$ cat config.mk
export PLATFORM = sky130hd
export DESIGN_NAME = ball_multi
export DESIGN_NICKNAME = d
export VERILOG_FILES = /design/src/rtl/ball_pkg.sv /design/src/rtl/ball_hit_test.sv /design/src/rtl/ball_multi.sv
export SDC_FILE = /design/constraint.sdc
export NUM_CORES = 1
export LEC_CHECK = 0
export ABC_CLOCK_PERIOD_IN_PS = 5450
export CORE_MARGIN = 5
export CORE_UTILIZATION = 53
export DETAILED_ROUTE_END_ITERATION = 8
export PLACE_DENSITY = 0.73
export SLEW_MARGIN = 20
export SYNTH_ARGS = -nofsm -noshare
export SYNTH_HDL_FRONTEND = slang
export SYNTH_SLANG_ARGS = --single-unit
$ cat constraint.sdc
create_clock -name clk -period 5.45 [get_ports clk]
set_input_delay 1.09 -clock clk [delete_from_list [all_inputs] [get_ports clk]]
set_output_delay 1.09 -clock clk [all_outputs]
set_load 0.05 [all_outputs]
$ cat src/rtl/ball_pkg.sv
// Shared types and helpers for the multi-ball bouncer: FSM states, direction
// encoding, per-axis motion step and the index-to-colour mapping.
package ball_pkg;

  typedef enum logic [1:0] {
    S_IDLE,
    S_UPDATE,
    S_DONE
  } state_e;

  localparam logic DIR_INC = 1'b0;
  localparam logic DIR_DEC = 1'b1;

  typedef struct packed {
    logic [8:0] pos;
    logic       dir;
    logic       clamp;
  } axis_t;

  // One frame of motion along one axis; 10-bit math keeps pos+spd from wrapping.
  function automatic axis_t axis_step(input logic [8:0] pos, input logic dir,
                                      input logic [9:0] spd, input logic [9:0] lim);
    axis_t      r;
    logic [9:0] p;
    p       = {1'b0, pos};
    r.pos   = pos;
    r.dir   = dir;
    r.clamp = 1'b0;
    if (dir == DIR_INC) begin
      if (p + spd >= lim) begin
        r.pos   = lim[8:0];
        r.dir   = DIR_DEC;
        r.clamp = 1'b1;
      end else begin
        r.pos = 9'(p + spd);
      end
    end else begin
      if (p <= spd) begin
        r.pos   = '0;
        r.dir   = DIR_INC;
        r.clamp = 1'b1;
      end else begin
        r.pos = 9'(p - spd);
      end
    end
    return r;
  endfunction

  function automatic logic [2:0] ball_colour(input int unsigned idx);
    return 3'((idx % 7) + 1);
  endfunction

endpackage

$ cat src/rtl/ball_hit_test.sv
// Combinational test of whether the current pixel lies inside one square ball.
module ball_hit_test #(
  parameter int BALL_SIZE = 4
) (
  input  logic [8:0] hpos_i,
  input  logic [8:0] vpos_i,
  input  logic [8:0] x_i,
  input  logic [8:0] y_i,
  output logic       hit_o
);

  logic [9:0] dx, dy;

  // Pixels left of / above the ball wrap to large values and fail the test.
  assign dx    = {1'b0, hpos_i} - {1'b0, x_i};
  assign dy    = {1'b0, vpos_i} - {1'b0, y_i};
  assign hit_o = (dx < 10'(BALL_SIZE)) && (dy < 10'(BALL_SIZE));

endmodule

$ cat src/rtl/ball_multi.sv
// NUM_BALLS bouncing squares: one ball moves per cycle after each vsync rise,
// and a registered priority renderer paints the lowest-index ball on top.
module ball_multi
  import ball_pkg::*;
#(
  parameter int NUM_BALLS = 4,
  parameter int BALL_SIZE = 4,
  parameter int H_MAX     = 256,
  parameter int V_MAX     = 240,
  parameter int H_SPEED   = 2,
  parameter int V_SPEED   = 2
) (
  input  logic       clk,
  input  logic       reset,
  input  logic       pause,
  input  logic       vsync,
  input  logic       display_on,
  input  logic [8:0] hpos,
  input  logic [8:0] vpos,
  output logic [2:0] rgb,
  output logic       bounce,
  output logic       busy
);

  localparam int         IW    = (NUM_BALLS > 1) ? $clog2(NUM_BALLS) : 1;
  localparam logic [9:0] X_LIM = 10'(H_MAX - BALL_SIZE);
  localparam logic [9:0] Y_LIM = 10'(V_MAX - BALL_SIZE);
  localparam logic [9:0] H_SPD = 10'(H_SPEED);
  localparam logic [9:0] V_SPD = 10'(V_SPEED);

  state_e                      state_q, state_d;
  logic [IW-1:0]               idx_q, idx_d;
  logic                        vsync_q, clamp_q, clamp_d;
  logic [2:0]                  rgb_q, rgb_d;
  logic [NUM_BALLS-1:0][8:0]   x_q, y_q;
  logic [NUM_BALLS-1:0]        hdir_q, vdir_q;
  logic [NUM_BALLS-1:0]        hit;
  logic                        vsync_rise;
  axis_t                       hstep, vstep;

  assign vsync_rise = vsync & ~vsync_q;
  assign hstep      = axis_step(x_q[idx_q], hdir_q[idx_q], H_SPD, X_LIM);
  assign vstep      = axis_step(y_q[idx_q], vdir_q[idx_q], V_SPD, Y_LIM);

  always_comb begin
    state_d = state_q;
    idx_d   = idx_q;
    clamp_d = clamp_q;
    unique case (state_q)
      S_IDLE: begin
        if (vsync_rise && !pause) begin
          state_d = S_UPDATE;
          idx_d   = '0;
          clamp_d = 1'b0;
        end
      end
      S_UPDATE: begin
        clamp_d = clamp_q | hstep.clamp | vstep.clamp;
        if (idx_q == IW'(NUM_BALLS - 1)) state_d = S_DONE;
        else                             idx_d   = idx_q + 1'b1;
      end
      S_DONE:  state_d = S_IDLE;
      default: state_d = S_IDLE;
    endcase
  end

  always_ff @(posedge clk) begin
    if (reset) begin
      state_q <= S_IDLE;
      idx_q   <= '0;
      vsync_q <= 1'b0;
      clamp_q <= 1'b0;
      rgb_q   <= '0;
      for (int i = 0; i < NUM_BALLS; i++) begin
        x_q[i]    <= 9'(32 * i + 16);
        y_q[i]    <= 9'(24 * i + 16);
        hdir_q[i] <= i[0];
        vdir_q[i] <= i[1];
      end
    end else begin
      state_q <= state_d;
      idx_q   <= idx_d;
      vsync_q <= vsync;
      clamp_q <= clamp_d;
      rgb_q   <= rgb_d;
      if (state_q == S_UPDATE) begin
        x_q[idx_q]    <= hstep.pos;
        hdir_q[idx_q] <= hstep.dir;
        y_q[idx_q]    <= vstep.pos;
        vdir_q[idx_q] <= vstep.dir;
      end
    end
  end

  for (genvar g = 0; g < NUM_BALLS; g++) begin : g_hit
    ball_hit_test #(.BALL_SIZE(BALL_SIZE)) u_hit (
      .hpos_i (hpos),
      .vpos_i (vpos),
      .x_i    (x_q[g]),
      .y_i    (y_q[g]),
      .hit_o  (hit[g])
    );
  end

  // Scan high-to-low so the lowest-index hit is the last write and wins.
  always_comb begin
    rgb_d = '0;
    if (display_on) begin
      for (int i = NUM_BALLS - 1; i >= 0; i--) begin
        if (hit[i]) rgb_d = ball_colour(i);
      end
    end
  end

  assign rgb    = rgb_q;
  assign busy   = (state_q == S_UPDATE);
  assign bounce = (state_q == S_DONE) & clamp_q;

endmodule

==> out/summary.md <==
* average vias per placed instance: 6.08
* DRT antenna net count: 0
* timing-limited maximum frequency: 258 MHz
* first-pass GRT wire length: 31,600 µm
* cell types occupying the most area after synthesis: sky130_fd_sc_hd__dfxtp_1 25%, sky130_fd_sc_hd__ha_1 13%, sky130_fd_sc_hd__mux4_2 6.0%
* maximum buffer depth of the clock tree: 2
* # IOs: 28
* Die Y: 126 µm
* share of final-layout standard cells stronger than drive strength 1: 0.0614
* Final Hold Fails: 0
* count of mapped cells out of synthesis: 884
* CTS tree: built
* cell with the largest stage delay on the worst path: sky130_fd_sc_hd__a2111oi_0
* Detailed Place HPWL: 14,900 µm
* actual transition at the worst max-transition pin: 0.971 ns
* detailed-route wire length per cell: 18.4 µm
* relative max-transition margin: 0.350
* Synth async-reset ratio: 0
* setup repair after global routing missed its margin: false
* clock network latency to the later pin of the worst-skew pair: 0.35 ns
* pwr/cell area: 220 nW/µm²
* cell type group with the largest total delay on the critical path: compound AO/OA/AOI/OAI gates
* final wirelength: 19,700 µm
* total grt overflow: 0
* static power due to leakage: 2.92 nW
* overall die width: 126 µm
* vias in the first global route: 5,996
* final setup violating endpoints: 0
* maximum number of pins on one net before global-route repair: 55
* Hold Worst Slack: 0.471 ns
* final core utilization: 0.585
* status: finished clean
* Synthesis Warnings: 0
* number of optimization iterations in the first detailed-route pass: 5
* master cell of the clock root buffer: sky130_fd_sc_hd__clkbuf_16
* total via count in the routed design: 6,516
* largest fanout on the critical path: 4
* DRC violations left: 0
* crit path kind: in2reg
* Post-CTS Setup Bufs: 0
* GPL Wtd Cong: 0.980
* fin crit period: 3.88 ns
* Worst path max stage delay: 0.69 ns
* count of cell types in the netlist: 73
* Internal Dissipation: 0.00118 W
* area share of the leading cell type in the synthesized netlist: 0.252
* clock transition time at the flip-flop clock pins of the worst setup and hold paths: 0.07 ns
* core box area: 13,200 µm²
* cell breakdown of the critical path: clkdlybuf4s50_1 -> ha_1 -> a211oi_1 -> o21ai_0 -> a2111oi_0 -> a41oi_1 -> a2111oi_0 -> nor2b_1 -> and4b_1
* top post-synthesis cells by count: 108 x sky130_fd_sc_hd__nor2_1, 89 x sky130_fd_sc_hd__dfxtp_1, 89 x sky130_fd_sc_hd__inv_1
* num rows: 42
* Primary FF master, synth: sky130_fd_sc_hd__dfxtp_1
* number of diodes: 0
* Die ar.: 15,800 µm²
* sinks on the clock net: 89
* kind of start point of the critical path: input pin
* Post-Syn Area: 7070 µm²
* worst min path class: reg2reg
* register area share after synthesis: 0.252
* GRT Resource Usage Total: 0.249
* area growth from synthesis to layout: 9.09%
* logic gate share of total power: 0.232
* Fin Clk Skew: 0.0107 ns
* initial antenna violation count: 0
* type of element capturing the critical path: flop
* share of total power consumed by net switching: 0.302
* number of nets in the final layout: 989
* fillers: 1,180
* EDFF count, synth: 0
* Clock Power Share: 0.371
* post_cts resized: 0
* H-tree level count: 3
* count of input and output buffers: 27
* average size of a mapped cell: 8.00 µm²
* share of the clock period used by the worst path: 0.711
* max capacitance violation total: 0
* DRC violation total after the first TritonRoute iteration: 574
* Net Switching: 0.000513 W
* most common cell in the netlist: sky130_fd_sc_hd__nor2_1
* syn nets: 981
* number of synthesized register bits: 89
* clock buffers created by TritonCTS: 9
* peak ir drop on the vdd network: 131 µV
* required time worst endpoint: 5.70 ns
* hold-fix buffer count after cts: 0
* starting utilization of the core area: 0.536
* most repeated library cell on the critical path: sky130_fd_sc_hd__a2111oi_0
* data arrival time of the critical path: 4.12 ns
* sequential power share: 0.397
* final slew viol count: 0
* most area-hungry cell type in the Yosys netlist: sky130_fd_sc_hd__dfxtp_1
* setup TNS after final layout: 0 ns
* Buffers & Inverters on Critical Path: 1
==> through the flow <==
stage	instances	worst slack, ns	power [W]	cell area, µm²
floorplan	884	2.29	0.000978	7070
global placement	1057	1.41	0.00107	7420
detailed placement	1057	1.34	0.00107	7420
CTS	1072	1.72	0.00170	7710
global route	1072	1.38	0.00177	7720
finish	1072	1.57	0.00170	7720
==> power by group through the flow <==
| stage | combinational (W) | sequential (W) | clock [W] |
|---|---|---|---|
| final | 0.000394 | 0.000675 | 0.000629 |
| after global routing | 0.000435 | 0.000676 | 0.000662 |
| after CTS | 0.000388 | 0.000674 | 0.000641 |
| after detailed placement | 0.000385 | 0.000689 | 0 |
| after global placement | 0.000383 | 0.000688 | 0 |
| after floorplan | 0.000294 | 0.000684 | 0 |
==> cell type report <==
class,count,area (µm²),share of cell area
Timing Repair Buffer,32,303,0.0392
Clock buffer,10,239,0.0310
Sequential cell,89,1780,0.231
Multi-Input combinational cell,670,4780,0.619
Tap cell,176,220,0.0285
Clock inverter,5,56.3,0.00730
Inverter,90,338,0.0438
==> routing by layer <==
layer | vias to the layer above | global-route usage | wire, µm
li1 | 3224 | - | -
met1 | 3036 | 0.360 | 9260
met2 | 232 | 0.382 | 8620
met3 | 24 | 0.0461 | 1510
met4 | 0 | 0.0651 | 293
met5 | - | 0 | 0
==> placed cells by master, fill, tap and decap left out, types with 6 or more instances in the layout <==
master	instances
sky130_fd_sc_hd__clkdlybuf4s50_1	26
sky130_fd_sc_hd__clkbuf_16	9
sky130_fd_sc_hd__mux4_2	19
sky130_fd_sc_hd__nand3_1	19
sky130_fd_sc_hd__and2_1	8
sky130_fd_sc_hd__mux2i_1	10
sky130_fd_sc_hd__nand4_1	6
sky130_fd_sc_hd__inv_1	89
sky130_fd_sc_hd__a2111oi_0	7
sky130_fd_sc_hd__a21o_1	8
sky130_fd_sc_hd__a21oi_1	53
sky130_fd_sc_hd__a31oi_1	12
sky130_fd_sc_hd__nand2b_1	18
sky130_fd_sc_hd__nand3b_1	10
sky130_fd_sc_hd__o21bai_1	13
sky130_fd_sc_hd__ha_1	74
sky130_fd_sc_hd__and3_1	6
sky130_fd_sc_hd__or3_1	16
sky130_fd_sc_hd__o21ai_0	34
sky130_fd_sc_hd__nand2_1	63
sky130_fd_sc_hd__nor2_1	108
sky130_fd_sc_hd__a211oi_1	43
sky130_fd_sc_hd__xnor2_1	10
sky130_fd_sc_hd__nor3_1	25
sky130_fd_sc_hd__xor2_1	15
sky130_fd_sc_hd__dfxtp_1	89
==> path summary, 6_finish.rpt <==
| check | to | from | depth (start not counted) | slack, ns |
|---|---|---|---|---|
| hold reg to reg | x_q[26]$_SDFFE_PP0P_ | x_q[26]$_SDFFE_PP0P_ | 2 | 0.47 |
| setup reg to reg | x_q[3]$_SDFFE_PP0P_ | idx_q[0]$_SDFFE_PP0P_ | 8 | 1.91 |
| hold / removal | x_q[26]$_SDFFE_PP0P_ | x_q[26]$_SDFFE_PP0P_ | 2 | 0.47 |
| setup / recovery | rgb[2]$_SDFF_PP0_ | vpos[1] | 9 | 1.57 |
==> worst reg2reg max path, stage by stage (launching register included) <==
cell                       delay, ns
sky130_fd_sc_hd__dfxtp_1        0.66
sky130_fd_sc_hd__buf_4          0.46
sky130_fd_sc_hd__mux4_2         0.66
sky130_fd_sc_hd__ha_1           0.25
sky130_fd_sc_hd__xnor2_1        0.14
sky130_fd_sc_hd__or4_1          0.47
sky130_fd_sc_hd__o21a_1         0.31
sky130_fd_sc_hd__nor2b_1        0.24
sky130_fd_sc_hd__a211oi_1       0.25
==> state kept, by name, summed over array words and instances (netlist names) <==
signal   cells
rgb          3
clamp_q      1
x_q         36
hdir_q       4
y_q         36
vdir_q       4
idx_q        2
vsync_q      1
state_q      2
==> logic make-up (layout without fill, tap and decap cells) <==
logic type	Yosys count	count (layout)	share of synthesized area
xor gates and xnor gates	25	25	0.0310
adders and majority gates	74	74	0.131
AOI/OAI and AO/OA	220	220	0.211
buffers and inverters	125	137	0.0729
and+or+nand+nor	320	320	0.225
muxes	31	31	0.0778
DFF	89	89	0.252
No activity file was read; power rests on OpenSTA's default activity.
